## src/rtl/sum_display_pkg.sv

```systemverilog
// Shared types and constants for the adder-result display path:
// conversion FSM states, seven-segment patterns and the digit decoder.
package sum_display_pkg;

  localparam int unsigned SUM_W = 5;
  localparam int unsigned ITER  = 5;
  localparam int unsigned CNT_W = 3;

  typedef enum logic [1:0] {IDLE, SHIFT, DONE} state_e;

  // Active-low patterns, bit order {g,f,e,d,c,b,a}.
  localparam logic [6:0] SEG_0     = 7'b1000000;
  localparam logic [6:0] SEG_1     = 7'b1111001;
  localparam logic [6:0] SEG_2     = 7'b0100100;
  localparam logic [6:0] SEG_3     = 7'b0110000;
  localparam logic [6:0] SEG_4     = 7'b0011001;
  localparam logic [6:0] SEG_5     = 7'b0010010;
  localparam logic [6:0] SEG_6     = 7'b0000010;
  localparam logic [6:0] SEG_7     = 7'b1111000;
  localparam logic [6:0] SEG_8     = 7'b0000000;
  localparam logic [6:0] SEG_9     = 7'b0010000;
  localparam logic [6:0] SEG_BLANK = 7'b1111111;

  function automatic logic [6:0] seg_decode(input logic [3:0] digit);
    logic [6:0] pat;
    case (digit)
      4'd0:    pat = SEG_0;
      4'd1:    pat = SEG_1;
      4'd2:    pat = SEG_2;
      4'd3:    pat = SEG_3;
      4'd4:    pat = SEG_4;
      4'd5:    pat = SEG_5;
      4'd6:    pat = SEG_6;
      4'd7:    pat = SEG_7;
      4'd8:    pat = SEG_8;
      4'd9:    pat = SEG_9;
      default: pat = SEG_BLANK;
    endcase
    return pat;
  endfunction

endpackage

```

## src/rtl/sum_display_scan_if.sv

```systemverilog
// Handshake between the adder and the display stage: result strobe in, busy back.
interface sum_display_scan_if;
  import sum_display_pkg::*;

  logic             sum_valid;
  logic [SUM_W-1:0] sum;
  logic             busy;

  modport master (output sum_valid, output sum, input busy);
  modport slave  (input sum_valid, input sum, output busy);

endinterface

```

## src/rtl/bin2bcd_seq.sv

```systemverilog
// Sequential shift-add-3 binary to two-digit BCD converter; one bit per cycle,
// done pulses for one cycle in DONE while tens/ones hold the final digits.
module bin2bcd_seq
  import sum_display_pkg::*;
(
  input  logic             clk,
  input  logic             rst_n,
  input  logic             start,
  input  logic [SUM_W-1:0] bin,
  output logic             busy,
  output logic [3:0]       tens,
  output logic [3:0]       ones,
  output logic             done
);

  localparam int unsigned SH_W = 8 + SUM_W;

  state_e            state_q, state_d;
  logic [SH_W-1:0]   sh_q, sh_d, adj;
  logic [CNT_W-1:0]  cnt_q, cnt_d;

  always_ff @(posedge clk or negedge rst_n) begin
    if (!rst_n) state_q <= IDLE;
    else        state_q <= state_d;
  end

  always_comb begin
    state_d = state_q;
    case (state_q)
      IDLE:    if (start) state_d = SHIFT;
      SHIFT:   if (cnt_q == CNT_W'(ITER - 1)) state_d = DONE;
      DONE:    state_d = IDLE;
      default: state_d = IDLE;
    endcase
  end

  always_comb begin
    busy = (state_q != IDLE);
    done = (state_q == DONE);
  end

  // Datapath: register is {tens, ones, remaining binary bits}.
  always_comb begin
    adj = sh_q;
    if (adj[SH_W-1 -: 4] >= 4'd5) adj[SH_W-1 -: 4] = adj[SH_W-1 -: 4] + 4'd3;
    if (adj[SH_W-5 -: 4] >= 4'd5) adj[SH_W-5 -: 4] = adj[SH_W-5 -: 4] + 4'd3;
    sh_d  = sh_q;
    cnt_d = cnt_q;
    case (state_q)
      IDLE: if (start) begin
        sh_d  = {8'd0, bin};
        cnt_d = '0;
      end
      SHIFT: begin
        sh_d  = {adj[SH_W-2:0], 1'b0};
        cnt_d = cnt_q + CNT_W'(1);
      end
      default: ;
    endcase
  end

  always_ff @(posedge clk or negedge rst_n) begin
    if (!rst_n) begin
      sh_q  <= '0;
      cnt_q <= '0;
    end else begin
      sh_q  <= sh_d;
      cnt_q <= cnt_d;
    end
  end

  assign tens = sh_q[SH_W-1 -: 4];
  assign ones = sh_q[SH_W-5 -: 4];

endmodule

```

## src/rtl/sum_display_scan.sv

```systemverilog
// Display stage for the 4-bit adder: BCD conversion, digit registers and a
// two-digit multiplexed scan. Define SUM_DISPLAY_BLANK_LEADING_EN to blank a zero tens digit.
module sum_display_scan
  import sum_display_pkg::*;
#(
  parameter int unsigned REFRESH_DIV = 100000
) (
  input  logic                clk,
  input  logic                rst_n,
  sum_display_scan_if.slave   bus,
  output logic [6:0]          seg,
  output logic [3:0]          an,
  output logic                dp
);

  localparam int unsigned SCAN_W = $clog2(REFRESH_DIV);

  logic              busy, done;
  logic [3:0]        conv_tens, conv_ones;
  logic [3:0]        disp_tens_q, disp_ones_q;
  logic [SCAN_W-1:0] scan_cnt_q;
  logic              idx_q, wrap;
  logic [3:0]        digit;

  bin2bcd_seq u_bcd (
    .clk   (clk),
    .rst_n (rst_n),
    .start (bus.sum_valid),
    .bin   (bus.sum),
    .busy  (busy),
    .tens  (conv_tens),
    .ones  (conv_ones),
    .done  (done)
  );

  assign bus.busy = busy;

  // Both digits commit on the same edge so a half-updated value is never shown.
  always_ff @(posedge clk or negedge rst_n) begin
    if (!rst_n) begin
      disp_tens_q <= '0;
      disp_ones_q <= '0;
    end else if (done) begin
      disp_tens_q <= conv_tens;
      disp_ones_q <= conv_ones;
    end
  end

  assign wrap = (scan_cnt_q == SCAN_W'(REFRESH_DIV - 1));

  always_ff @(posedge clk or negedge rst_n) begin
    if (!rst_n) begin
      scan_cnt_q <= '0;
      idx_q      <= 1'b0;
    end else if (wrap) begin
      scan_cnt_q <= '0;
      idx_q      <= ~idx_q;
    end else begin
      scan_cnt_q <= scan_cnt_q + SCAN_W'(1);
    end
  end

  always_comb begin
    digit = idx_q ? disp_tens_q : disp_ones_q;
    an    = idx_q ? 4'b1101 : 4'b1110;
    dp    = 1'b1;
    seg   = seg_decode(digit);
`ifdef SUM_DISPLAY_BLANK_LEADING_EN
    if (idx_q && (disp_tens_q == 4'd0)) seg = SEG_BLANK;
`endif
  end

endmodule

```

## src/flat_wrapper.sv

```systemverilog
// flat-port wrapper written by rule: the top's interface ports become plain ports
module sum_display_scan_flat import sum_display_pkg::*;
#(
  parameter int unsigned REFRESH_DIV = 100000
)
  (clk, rst_n, seg, an, dp, bus_sum_valid, bus_sum, bus_busy);
  sum_display_scan_if bus_i ();
  input  logic clk;
  input  logic rst_n;
  output logic [6:0] seg;
  output logic [3:0] an;
  output logic dp;
  input wire logic [$bits(bus_i.sum_valid)-1:0] bus_sum_valid;
  input wire logic [$bits(bus_i.sum)-1:0] bus_sum;
  output wire logic [$bits(bus_i.busy)-1:0] bus_busy;
  assign bus_i.sum_valid = bus_sum_valid;
  assign bus_i.sum = bus_sum;
  assign bus_busy = bus_i.busy;
  sum_display_scan #(.REFRESH_DIV(REFRESH_DIV)) u_core (.clk(clk), .rst_n(rst_n), .bus(bus_i), .seg(seg), .an(an), .dp(dp));
endmodule
```

## config.mk

```make
export PLATFORM = sky130hd
export DESIGN_NAME = sum_display_scan_flat
export DESIGN_NICKNAME = d
export VERILOG_FILES = /design/src/rtl/sum_display_pkg.sv /design/src/rtl/sum_display_scan_if.sv /design/src/rtl/bin2bcd_seq.sv /design/src/rtl/sum_display_scan.sv /design/src/flat_wrapper.sv
export SDC_FILE = /design/constraint.sdc
export NUM_CORES = 1
export LEC_CHECK = 0
export ABC_AREA = 1
export CAP_MARGIN = 20
export CORE_MARGIN = 4
export CORE_UTILIZATION = 30
export DETAILED_ROUTE_END_ITERATION = 6
export PLACE_DENSITY = 0.44
export SETUP_SLACK_MARGIN = 0.1
export SLEW_MARGIN = 20
export SYNTH_ARGS = -nofsm -noshare
export SYNTH_HDL_FRONTEND = slang
export SYNTH_HIERARCHICAL = 1
export SYNTH_SLANG_ARGS = --single-unit
```

## constraint.sdc

```tcl
create_clock -name clk -period 2 [get_ports clk]
set_input_delay 0.5 -clock clk [delete_from_list [all_inputs] [get_ports clk]]
set_output_delay 0.5 -clock clk [all_outputs]
set_load 0.005 [all_outputs]
```

# Yosys cells after proc, flatten, opt, wreduce, memory -nomap -nowiden
# Memories as Yosys holds them, arrays and structs flattened.
# Cells that the tools add are included.
# totals
reg_bits	44
romBits	112
n_memories	1
inputBits	8
out_inout_bits	13
# classes
n_eq_ne	6
bitwise	1
reduce_logical	5
mux	12
n_lt_le_gt_ge	2
n_addsub	4
# memory_table
name	depth	width	read_ports	rd_clocked_by_memory_dff	write_ports	line_no	source
(no name shown)	16	7	1	0	0	sum_display_pkg.sv:26	case (digit)
# ops
op	n
one-hot mux 13 bit (2 select lines)	1
adder 17 x 1 -> 17 bit (second input constant)	1
equality test 17 bit (second input constant)	1
two-way mux 17 bit	1
two-way mux 13 bit	1
>= comparator 4 x 3 -> 1 bit (second input constant)	2
two-way mux 4 bit	2
two-way mux 2 bit	3
two-way mux 3 bit	2
one-hot mux 3 bit (2 select lines)	1
adder 4 x 2 -> 4 bit (second input constant)	1
inequality test 2 bit (second input constant)	2
one-hot mux 2 bit (2 select lines)	1
AND reduction 2 bit	2
nonzero test 2 bit	2
adder 3 x 1 -> 3 bit (second input constant)	1
adder 3 x 2 -> 3 bit (second input constant)	1
equality test 3 bit (second input constant)	1
equality test 2 x 1 -> 1 bit (second input constant)	1
equality test 2 bit (second input constant)	1
logical NOT 2 bit	1
NOT 1 bit	1

# Logic depth before layout (Yosys ltp)
# Gate-level depths: netlist (run 1).
# logic_depth
depth_word	3
depth_mapped	9

# Modules after synthesis
# The synthesis (run 1) kept the hierarchy.
# by_module_without_submodules
module	seq_area_each_um2	n_inst	area_each_um2	cells_each
sum_display_scan	650.6	1	1677.9	232
bin2bcd_seq	450.4	1	998.5	120

# Least setup slack after synthesis (run 1)
# OpenSTA, ideal clock, no wires.
# synth_timing
path_kind	register -> output
startpoint	reg u_core.idx_q
endpoint	out seg[3]
path_slack_ps	16
path_buffers	1
required_time_ps	1500
stages_incl_launch_ff	7
t_arrival_ps	1484
cell_sequence	dfrtp_1 > buf_6 > o21ai_0 > ha_1 > inv_1 > nor2_1 > o21ai_0
# synth_between
elab_chain_len	2
# synth_rtl
element	line_no	source
start, declared	sum_display_scan.sv:22	logic idx_q, wrap;
start signal, assigned	sum_display_scan.sv:57	idx_q <= ~idx_q;
two-way mux 4 bit	sum_display_scan.sv:64	digit = idx_q ? disp_tens_q : disp_ones_q;
memory read (16 x 7 bit)	-	
end, declared	flat_wrapper.sv:10	output logic [6:0] seg;
# No other way between the ends.

# Worst setup path in the final report (run 1)
# Ends and elaborated chain as after synthesis.

==> out/results.txt, run 1 <==
The synthesized design spends more area on one cell type than any other, namely sky130_fd_sc_hd__dfrtp_1. The clock-pin slew of the registers on the worst-case setup and hold paths was 0.08 ns; the final design instance area without fill was 0.00316 mm2. The area fraction in and, or, nand and nor cells after synthesis came out at 0.275. The tools report the sum of net half-perimeters after detailed placement as 4.18 mm.

For the post-route setup TNS, the log shows -0.436 ns. The total clock sinks is 44. After global routing, the most crowded layer is met2. In the final design database the tool counted 403 nets.

The first detailed-routing pass took 4 iterations. The xor and xnor area share after synthesis was 0.0196; the setup slack of the most critical reg-to-reg path was 0.53 ns. The compound-cell area share of the yosys netlist works out to 0.108. The number of CTS-inserted buffers was 5. After detailed routing, the average wire length per cell comes to 11.3 um. The number of distinct standard cells referenced by the synthesized netlist was 30. Most numerous cell in the Yosys netlist: sky130_fd_sc_hd__nand2_1.

The met2 demand-to-capacity share in global routing came out at 0.170. Pin placement for this block handled 21 I/O pins. In this run the clock root is driven by a sky130_fd_sc_hd__clkbuf_8.

The total number of placement rows is 34. The worst setup margin is -0.0910 ns. Endpoint of the most critical register-to-register path: u_core/scan_cnt_q[5]$_DFF_PN0_.

Once placement finished, the instance area stood at 0.00299 mm2. The placer's final routability congestion estimate was 0.824. Wire length of the first global-routing pass: 9.76 mm. Multiplexer share of the synthesized area: 0.0168. The die is 102 um tall. The routed design has 5.53 mm of wire. The adder-cell share of the synthesized area was 0.0561; the maximum number of pins on one net before global-route repair was 29. The antenna diode instance count is 0, and the quantity of I/O buffers inserted on ports is 17. After the first detailed-routing iteration, the DRC count stood at 107. STA classifies the critical path startpoint as a register. The post-route antenna net violation count came out at 0. The logs give 0.115 for the overall routing resource usage and 478 for the number of cells in the design after placement. For the post-layout instance count excluding filler cells, the log shows 491. The ratio of cells with drive above 1 in the final layout is 0.193, and the fill cell total of the finished layout is 931.

Counting flops with a built-in enable in the synthesized netlist gives 0. The clock passes through at most 2 buffers. The cell area power density was 1080 mW/mm2. The data required time of the critical path was 1.50 ns.

The clock insertion delay at the later pin of the skew report is 0.29 ns. The post-synth design cell area is 0.00268 mm2, and the number of violations of the max-capacitance limit is 0. Type of the worst setup path: register to output port. Floorplan die area: 0.0105 mm2. Number of hold-slack violations in the final timing report: 0. The worst-case IR drop observed on VDD is 0.000559 V. The number of hold buffers added after CTS was 0. The sequential cell area fraction in the yosys report is 0.411, and the effective utilization at floorplan is 0.307. Sorting the synthesized cells by how often they occur yields sky130_fd_sc_hd__nand2_1, sky130_fd_sc_hd__inv_1, sky130_fd_sc_hd__dfrtp_1, sky130_fd_sc_hd__nor2_1, sky130_fd_sc_hd__nand3_1. Setup violations remaining at the end of the flow were counted as 6.

The worst path needs 2.09 ns of the cycle, external delays included. Synthesis inferred 44 register bits. In this run the worst path has a maximum fanout of 5. CTS built an H-tree with a depth of 2. The top cell type's share of synthesized area is 0.411.

After synthesis, the largest family of logic cells by area is simple AND/OR/NAND/NOR gates. Data on the critical path arrives at its endpoint at 1.59 ns. The number of max-slew violations in the final report was 0. The run gives 0 as the number of antenna violations at the first check in global routing.

Via count normalized by instance count: 4.41. The launch point of the worst reg-to-reg path was u_core/scan_cnt_q[0]$_DFF_PN0_. The final reports fail on negative setup slack. Based on the critical path, the design can be clocked at up to 478 MHz.

The flow ran to the end, but the final reports show violations. Hold is met by 0.134 ns. The x dimension of the die was 102 um.

On the final layout, the worst clock skew is 0.00414 ns. The post-synthesis async set-or-reset flop share was 1.00; the total via count after detailed routing was 2164. The met1 usage is 0.167. TritonCTS built the clock tree.

Routing usage on met3: 0.0259. The core region is 0.00872 mm2. The logs give 6 for the warning count from the yosys run and 0 for the residual overflow from global routing.

Setup repair after global routing could not meet its margin everywhere. Yosys attributes the largest share of cell area to sky130_fd_sc_hd__dfrtp_1, sky130_fd_sc_hd__nand2_1, sky130_fd_sc_hd__inv_1. The DRC violation count after routing came out at 0.

The mean cell area of the mapped netlist came out at 7.60 um2. The number of cell instances on the worst register-to-register path was 6. After technology mapping, the gate count stands at 352. The fraction of the cycle the final worst path needs works out to 1.05. The type of the most critical hold path was primary input to async pin. The worst setup path is captured at an output port. The run gives 2077 as the number of global-route vias before repair. The analysis attributes to cell leakage a power of 0.00165 uW. Growth of design area from synthesis to finish: 18.1%. The primary flip-flop cell chosen by synthesis mapping was sky130_fd_sc_hd__dfrtp_1.
==> critical path: stages, from the launching register on <==
cell	delay, ns
sky130_fd_sc_hd__dfrtp_2	0.47
sky130_fd_sc_hd__o21ai_2	0.17
sky130_fd_sc_hd__buf_6	0.13
sky130_fd_sc_hd__inv_2	0.04
sky130_fd_sc_hd__ha_2	0.16
sky130_fd_sc_hd__o21ai_2	0.13
sky130_fd_sc_hd__o21ai_1	0.08
sky130_fd_sc_hd__buf_2	0.13
==> repair_timing <==
item | 4_1_cts | 5_1_grt
pin swaps | 13 | 4
resized for setup | 56 | 12
endpoints found under the setup margin | 9 | 9
buffers inserted | 4 | 2
==> per-stage QoR <==
step	setup slack (ns)	utilization	power, uW
after floorplan	0.147	-	2320
after global placement	-0.186	0.342	2880
after CTS	-0.106	0.360	3470
final	-0.0910	0.362	3430
after global routing	-0.207	0.362	3760
after detailed placement	-0.237	0.342	2890
==> logic make-up (layout without fill, tap and decap cells) <==
| logic type | after synthesis | count (layout) |
|---|---|---|
| adders and majority gates | 12 | 12 |
| AOI/OAI and AO/OA | 42 | 42 |
| and+or+nand+nor | 175 | 175 |
| muxes | 4 | 4 |
| buffers and inverters | 68 | 97 |
| xor gates and xnor gates | 6 | 6 |
| DFF | 44 | 44 |
| other | 1 | 3 |
==> per-layer routing <==
metal  part of all wire  up-vias
met5                  0        -
li1                   -     1159
met4              0.014        0
met3              0.032        7
met2               0.43       27
met1               0.52      971
==> placed cells by master, fill, tap and decap left out, drive strengths merged <==
master,instances
or2,1
nor3,2
o21bai,4
buf,23
conb,3
clkbuf,8
a21oi,4
clkinv,1
ha,12
nand2,89
nand3,26
clkdlybuf4s50,7
xnor2,1
xor2,5
o21a,1
inv,58
dfrtp,44
nand4,11
mux2,4
nor2,46
o22ai,2
o21ai,31
==> power breakdown <==
| part | switching (uW) | internal, uW | leakage, uW |
|---|---|---|---|
| combinational | 880 | 725 | 0.00104 |
| sequential | 175 | 1110 | 0.000566 |
| clock | 296 | 238 | 0.0000410 |
| total | 1350 | 2070 | 0.00165 |
==> registers in the layout, summed over array words and instances (netlist names) <==
signal / flops
u_core/idx_q: 1
u_core/u_bcd/state_q: 2
u_core/disp_tens_q: 4
u_core/u_bcd/sh_q: 13
u_core/scan_cnt_q: 17
u_core/disp_ones_q: 4
u_core/u_bcd/cnt_q: 3
==> worst max path at each step <==
stage	end	cells past startpoint	start
final	seg[3]	7	u_core/idx_q$_DFFE_PN0N_
after global routing	seg[3]	7	u_core/idx_q$_DFFE_PN0N_
after CTS	seg[3]	7	u_core/idx_q$_DFFE_PN0N_
after detailed placement	seg[6]	6	u_core/idx_q$_DFFE_PN0N_
after global placement	seg[6]	6	u_core/idx_q$_DFFE_PN0N_
after floorplan	seg[3]	6	u_core/idx_q$_DFFE_PN0N_
==> area by class of cell <==
| cell class | instances | area (um2) | area share |
|---|---|---|---|
| multi-input combinational | 242 | 1360 | 0.430 |
| sequential | 44 | 1100 | 0.349 |
| timing repair buffer | 32 | 270 | 0.0855 |
| inverter | 58 | 218 | 0.0689 |
| tap | 108 | 135 | 0.0428 |
| clock buffer | 6 | 72.6 | 0.0230 |
| clock inverter | 1 | 5.00 | 0.00158 |
Power figures use the tool's default switching activity.
==> inputs of run 2 (changes only) <==
--- a/config.mk
+++ b/config.mk
@@ -17,3 +17,4 @@
 export SYNTH_HDL_FRONTEND = slang
 export SYNTH_HIERARCHICAL = 1
 export SYNTH_SLANG_ARGS = --single-unit
+export TNS_END_PERCENT = 30
==> out/results.txt, run 2 (synthesis results as in run 1) <==
The flow ran to the end, but the final reports show violations. Failing checks: negative setup slack (unchanged). Biggest registers after layout: u_core/scan_cnt_q x17, u_core/u_bcd/sh_q x13 (unchanged). The via count normalized by instance count is 4.44 (was 4.41). Commonest cells after routing, fill and taps aside: sky130_fd_sc_hd__nand2_1, sky130_fd_sc_hd__inv_1, sky130_fd_sc_hd__nor2_1, sky130_fd_sc_hd__dfrtp_1, sky130_fd_sc_hd__nand3_1 (unchanged).

The fraction of power consumed by sequential logic came out at 0.377 (was 0.376). The wire length of the first global-routing pass is 9.69 mm (was 9.76 mm). The logs give 471 MHz (was 478 MHz) for the maximum operating frequency and 118 (was 107) for the violation count after the first detailed-route iteration. The logs give 0.467 (was 0.469) for the relative contribution of combinational cells to total power and 21 (unchanged) for the I/O pin count.

The run gives 0.00313 ns (was 0.00414 ns) as the maximum clock skew at final layout. The most frequent standard cell in the layout excluding fill and tap cells is sky130_fd_sc_hd__nand2_1 (unchanged). The arrival time at the worst endpoint is 1.62 ns (was 1.59 ns).

Overall routing resource usage: 0.114 (was 0.115). The quantity of I/O buffers inserted on ports is 17 (unchanged), and the ratio of cells with drive above 1 in the final layout is 0.184 (was 0.193). For the number of max-slew violations in the final report, the log shows 0 (unchanged). The family with the most delay on the worst path was flip-flops (unchanged). The number of hold-slack violations in the final timing report was 0 (unchanged); the detailed-router iteration count before antenna repair was 4 (unchanged).

The floorplan die area was 0.0105 mm2 (unchanged). The DRC violation count after routing is 0 (unchanged), and the internal power of the cells is 2060 uW (was 2070 uW). The worst setup slack before clock tree synthesis was -0.237 ns (unchanged); the number of flip-flops in the largest register was 17 (unchanged). For the placer's final routability congestion estimate, the log shows 0.824 (unchanged). The startpoint type of the worst setup path is a register (unchanged). Minimum period implied by the final worst setup slack: 2.12 ns (was 2.09 ns). The tools report the worst setup margin as -0.122 ns (was -0.0910 ns). The tools report the endpoint type of the worst setup path as an output port (unchanged).

Switching part of the total power: 0.397 (was 0.394). Total via count after detailed routing: 2170 (was 2164). For the data required time of the critical path, the log shows 1.50 ns (about the same). The clock insertion delay at the later pin of the skew report is 0.29 ns (about the same). The register name with the most flops is u_core/scan_cnt_q (unchanged). The logs give 34 (unchanged) for the total number of placement rows and 5 (unchanged) for the number of CTS-inserted buffers. The number of violations of the max-capacitance limit was 0 (unchanged).

The cell with the largest stage delay on the worst path was sky130_fd_sc_hd__dfrtp_2 (unchanged). For the deepest level of the CTS H-tree, the log shows 2 (unchanged). The routed length per instance is 11.4 um (was 11.3 um). For the static leakage, the log shows 0.00164 uW (was 0.00165 uW). Cell-by-cell trace of the critical path: o21ai_4 -> buf_6 -> ha_4 -> inv_2 -> nor2_1 -> o21ai_1 -> buf_2 (was o21ai_2 -> buf_6 -> inv_2 -> ha_2 -> o21ai_2 -> o21ai_1 -> buf_2).

The sum of net half-perimeters after detailed placement is 4.18 mm (unchanged), and the net switching power is 1360 uW (was 1350 uW). The type of the worst setup path is register to output port (unchanged). TritonCTS built the clock tree. The tools report the area of the core region as 0.00872 mm2 (unchanged).

Setup repair after global routing could not meet its margin everywhere. The height of the die came out at 102 um (unchanged). The number of setup violations in the final report is 7 (was 6), and the maximum number of pins on one net before global-route repair is 29 (unchanged). The fraction of the cycle the final worst path needs came out at 1.06 (was 1.05). The number of nets at the end of the flow was 401 (was 403); the clock-pin slew of the registers on the worst-case setup and hold paths was 0.08 ns (about the same).

The largest buffer count on any clock path was 2 (unchanged); the number of global-route vias before repair was 2059 (was 2077). The post-route setup TNS came out at -0.652 ns (was -0.436 ns). The logs give 0 (unchanged) for the residual overflow from global routing and 0.134 ns (about the same) for the worst hold slack across all endpoints.

The total wire length after detailed routing came out at 5.57 mm (was 5.53 mm). The tools report the number of antenna violations at the first check in global routing as 0 (unchanged). The delay of the slowest cell on the worst path was 0.48 ns (was 0.47 ns). Type of the most critical hold path: primary input to async pin (unchanged). The cell area power density was 1090 mW/mm2 (was 1080 mW/mm2). The tools report the root buffer cell as sky130_fd_sc_hd__clkbuf_8 (unchanged).

The power share of the clock group is 0.156 (about the same), and the post-route antenna net violation count is 0 (unchanged). The critical path buffer and inverter count was 3 (unchanged); the maximum ir drop on the vdd rail was 0.000498 V (was 0.000559 V). The run gives 44 (unchanged) as the total clock sinks. The x dimension of the die is 102 um (unchanged). The effective utilization at floorplan came out at 0.307 (unchanged). The growth of design area from synthesis to finish was 17.9% (was 18.1%).

The maximum fanout count along the critical path was 5 (unchanged). For the antenna diode instance count, the log shows 0 (unchanged).
## run 2: power by group through the flow
stage | Clock [uW] | Sequential [uW] | Combinational (uW)
floorplan | 0 | 1250 | 1070
finish | 535 | 1290 | 1600
CTS | 570 | 1290 | 1550
detailed placement | 0 | 1300 | 1580
global route | 607 | 1330 | 1830
global placement | 0 | 1300 | 1580
## run 2: through the flow
step	total power (uW)	util	cells	area [um2]
2_1_floorplan	2320	-	354	2680
3_3_place_gp	2880	0.342	478	2990
3_5_place_dp	2890	0.342	478	2990
4_1_cts	3420	0.357	488	3110
5_1_grt	3760	0.362	489	3150
6_report	3420	0.362	489	3150
## run 2: worst paths after layout
check	startpoint	end	slack [ns]	cells after the start
worst min-delay path	rst_n	u_core/scan_cnt_q[15]$_DFF_PN0_	0.13	1
worst max-delay path	u_core/idx_q$_DFFE_PN0N_	seg[3]	-0.12	7
min in group clk	u_core/u_bcd/sh_q[0]$_DFFE_PN0P_	u_core/u_bcd/sh_q[0]$_DFFE_PN0P_	0.48	2
worst min register to register	u_core/u_bcd/sh_q[0]$_DFFE_PN0P_	u_core/u_bcd/sh_q[0]$_DFFE_PN0P_	0.48	2
max in group asynchronous	rst_n	u_core/idx_q$_DFFE_PN0N_	1.36	2
worst max register to register	u_core/scan_cnt_q[0]$_DFF_PN0_	u_core/scan_cnt_q[5]$_DFF_PN0_	0.53	6
## run 2: what timing repair did
| item | CTS | global route |
|---|---|---|
| setup buffers | 3 | 1 |
| setup endpoints to repair | 9 | 9 |
| resized for setup | 50 | 14 |
| pin swaps | 9 | 12 |
| hold buffers | 0 | 0 |
## run 2: per-layer routing
layer / share of wire / track usage
met5: 0 / 0
met4: 0.018 / 0.0363
met2: 0.43 / 0.167
met1: 0.52 / 0.167
met3: 0.036 / 0.0259
## run 2: worst reg2reg max path, delay by kind of cell (launching register included)
family / cells / cell delay [ns]
flops: 1 / 0.41
simple gates: 3 / 0.37
buf+inv: 2 / 0.30
fa+ha+maj: 1 / 0.27
## run 2: area by class of cell
| cell class | count | area [um2] |
|---|---|---|
| Inverter | 58 | 218 |
| Sequential cell | 44 | 1100 |
| Clock buffer | 6 | 72.6 |
| Multi-Input combinational cell | 242 | 1370 |
| Timing Repair Buffer | 30 | 251 |
| Clock inverter | 1 | 5.00 |
| Tap cell | 108 | 135 |
| Fill cell | 934 | 5570 |
==> inputs of run 3 (changes only) <==
--- a/config.mk
+++ b/config.mk
@@ -6,11 +6,12 @@
 export NUM_CORES = 1
 export LEC_CHECK = 0
 export ABC_AREA = 1
+export ABC_CLOCK_PERIOD_IN_PS = 1800
 export CAP_MARGIN = 20
 export CORE_MARGIN = 4
 export CORE_UTILIZATION = 30
 export DETAILED_ROUTE_END_ITERATION = 6
-export PLACE_DENSITY = 0.44
+export PLACE_DENSITY = 0.45
 export SETUP_SLACK_MARGIN = 0.1
 export SLEW_MARGIN = 20
 export SYNTH_ARGS = -nofsm -noshare
==> constraint.sdc (replaced) <==
create_clock -name clk -period 1.8 [get_ports clk]
set_input_delay 0.45 -clock clk [delete_from_list [all_inputs] [get_ports clk]]
set_output_delay 0.45 -clock clk [all_outputs]
set_load 0.005 [all_outputs]
==> out/results.txt, run 3 (synthesis results as in run 1) <==
The clock insertion delay at the later pin of the skew report was 0.30 ns (was 0.29 ns). The number of antenna violations at the first check in global routing is 0 (unchanged), and the placer's final routability congestion estimate is 0.789 (was 0.824). The flow ran to the end, but the final reports show violations.

The maximum ir drop on the vdd rail was 0.000540 V (was 0.000498 V); the cell area power density was 1250 mW/mm2 (was 1090 mW/mm2). Biggest registers after layout: u_core/scan_cnt_q x17, u_core/u_bcd/sh_q x13 (unchanged). For the finished layout, the period the worst path requires is 2.06 ns. The tools report the arrival time at the worst endpoint as 1.61 ns (was 1.62 ns). The number of flip-flops in the largest register is 17 (unchanged), and the post-route setup TNS is -1.51 ns (was -0.652 ns). The data required time of the critical path is 1.35 ns (was 1.50 ns), and the DRC violation count after routing is 0 (unchanged). The startpoint type of the worst setup path was a register (unchanged). Most frequent standard cell in the layout excluding fill and tap cells: sky130_fd_sc_hd__nand2_1 (unchanged). The logs give 4.17 mm (was 4.18 mm) for the sum of net half-perimeters after detailed placement and 29 (unchanged) for the maximum number of pins on one net before global-route repair. For the number of violations of the max-capacitance limit, the log shows 0 (unchanged). The maximum fanout count along the critical path was 7 (was 5); the routed length per instance was 11.3 um (was 11.4 um). Setup repair after global routing could not meet its margin everywhere. The number of hold-slack violations in the final timing report is 0 (unchanged), and the height of the die is 102 um (unchanged). The ratio of cells with drive above 1 in the final layout is 0.201 (was 0.184), and the deepest level of the CTS H-tree is 2 (unchanged).

For the largest buffer count on any clock path, the log shows 2 (unchanged). Commonest cells after routing, fill and taps aside: sky130_fd_sc_hd__nand2_1, sky130_fd_sc_hd__inv_1, sky130_fd_sc_hd__nor2_1, sky130_fd_sc_hd__dfrtp_1, sky130_fd_sc_hd__nand3_1 (unchanged). Failing checks: negative setup slack (unchanged). Register name with the most flops: u_core/scan_cnt_q (unchanged). The quantity of I/O buffers inserted on ports works out to 17 (unchanged).

The number of nets at the end of the flow was 407 (was 401). Type of the worst setup path: register to output port (unchanged). The fraction of the cycle the final worst path needs is 1.14. The x dimension of the die is 102 um (unchanged), and the number of CTS-inserted buffers is 5 (unchanged). The total number of placement rows was 34 (unchanged).

The critical path startpoint was u_core/idx_q$_DFFE_PN0N_ (unchanged). The tools report the number of max-slew violations in the final report as 0 (unchanged). The run gives 7 (unchanged) as the number of setup violations in the final report. Total of hold buffers inserted after clock tree synthesis: 0 (unchanged).

The wire length of the first global-routing pass is 9.78 mm (was 9.69 mm), and the growth of design area from synthesis to finish is 20.1% (was 17.9%). The overall routing resource usage is 0.116 (was 0.114). The root buffer cell was sky130_fd_sc_hd__clkbuf_8 (unchanged). The total wire length after detailed routing came out at 5.61 mm (was 5.57 mm). The effective utilization at floorplan was 0.307 (unchanged). TritonCTS built the clock tree. The detailed-router iteration count before antenna repair was 4 (unchanged); the number of cell instances on the worst register-to-register path was 6 (unchanged). For the maximum clock skew at final layout, the log shows 0.0128 ns (was 0.00313 ns).

The post-route antenna net violation count was 0 (unchanged); the final design instance area without fill was 0.00321 mm2 (was 0.00315 mm2). The logs give 0.0770 ns (was 0.134 ns) for the worst hold slack across all endpoints and 486 MHz for the maximum operating frequency. The number of global-route vias before repair came out at 2108 (was 2059).

The type of the most critical hold path was primary input to async pin (unchanged). The total via count after detailed routing is 2226 (was 2170), and the violation count after the first detailed-route iteration is 146 (was 118). The residual overflow from global routing came out at 0 (unchanged).

The run gives 0.00168 uW (was 0.00164 uW) as the static leakage. The total clock sinks was 44 (unchanged). The clock-pin slew of the registers on the worst-case setup and hold paths is 0.09 ns (was 0.08 ns), and the area of the core region is 0.00872 mm2 (unchanged). The via count normalized by instance count was 4.49 (was 4.44); the placed cell area was 0.00301 mm2 (was 0.00299 mm2). Worst setup margin: -0.257 ns (was -0.122 ns). The run gives 0 (unchanged) as the antenna diode instance count.

Endpoint type of the worst setup path: an output port (unchanged). Launch point of the worst reg-to-reg path: u_core/scan_cnt_q[0]$_DFF_PN0_ (unchanged). The floorplan die area is 0.0105 mm2 (unchanged), and the I/O pin count is 21 (unchanged).
[run 3: worst paths after layout]
check	to	slack, ns
worst max register to register	u_core/scan_cnt_q[7]$_DFF_PN0_	0.36
worst min register to register	u_core/u_bcd/sh_q[4]$_DFFE_PN0P_	0.49
worst min-delay path	u_core/scan_cnt_q[15]$_DFF_PN0_	0.08
max in group asynchronous	u_core/idx_q$_DFFE_PN0N_	1.21
worst max-delay path	seg[4]	-0.26
min in group clk	u_core/u_bcd/sh_q[4]$_DFFE_PN0P_	0.49
[run 3: cell type report]
type,instances,area (um2)
fill,941,5510
multi-input combinational,242,1350
sequential,44,1100
timing repair buffer,36,297
inverter,58,218
tap,108,135
clock buffer,6,72.6
clock inverter,2,35.0
[run 3: through the flow]
step            util  cells  setup WS [ns]  total power (uW)
2_1_floorplan      -    354          0.104              2590
3_3_place_gp   0.345    481         -0.352              3230
3_5_place_dp   0.345    481         -0.379              3250
4_1_cts        0.368    496         -0.269              4070
5_1_grt        0.368    496         -0.362              4410
6_report       0.368    496         -0.257              4020
[run 3: layer usage]
metal	GRT usage	up-vias	part of all wire	wire length, um
met2	0.178	27	0.44	2460
met4	0.0394	0	0.010	57
met3	0.0225	4	0.033	183
met5	0	-	0	0
met1	0.164	1029	0.52	2910
li1	-	1166	-	-
[run 3: report_power, final]
group	switching, uW	leakage [uW]	internal (uW)
registers	208	0.000565	1240
logic	974	0.00106	838
clock network	350	0.0000552	413
[run 3: timing repair]
item / CTS / global route
setup endpoints to repair: 10 / 10
resized for setup: 61 / 2
pin swaps: 12 / 3
cloned: 0 / 0
buffers inserted: 7 / 0
[run 3: critical path, cell delays in order (launching register included)]
cell	delay [ns]
sky130_fd_sc_hd__dfrtp_2	0.48
sky130_fd_sc_hd__buf_6	0.17
sky130_fd_sc_hd__o21a_4	0.21
sky130_fd_sc_hd__buf_4	0.13
sky130_fd_sc_hd__nand2_1	0.06
sky130_fd_sc_hd__nand3_1	0.07
sky130_fd_sc_hd__o21ai_1	0.07
sky130_fd_sc_hd__buf_2	0.12
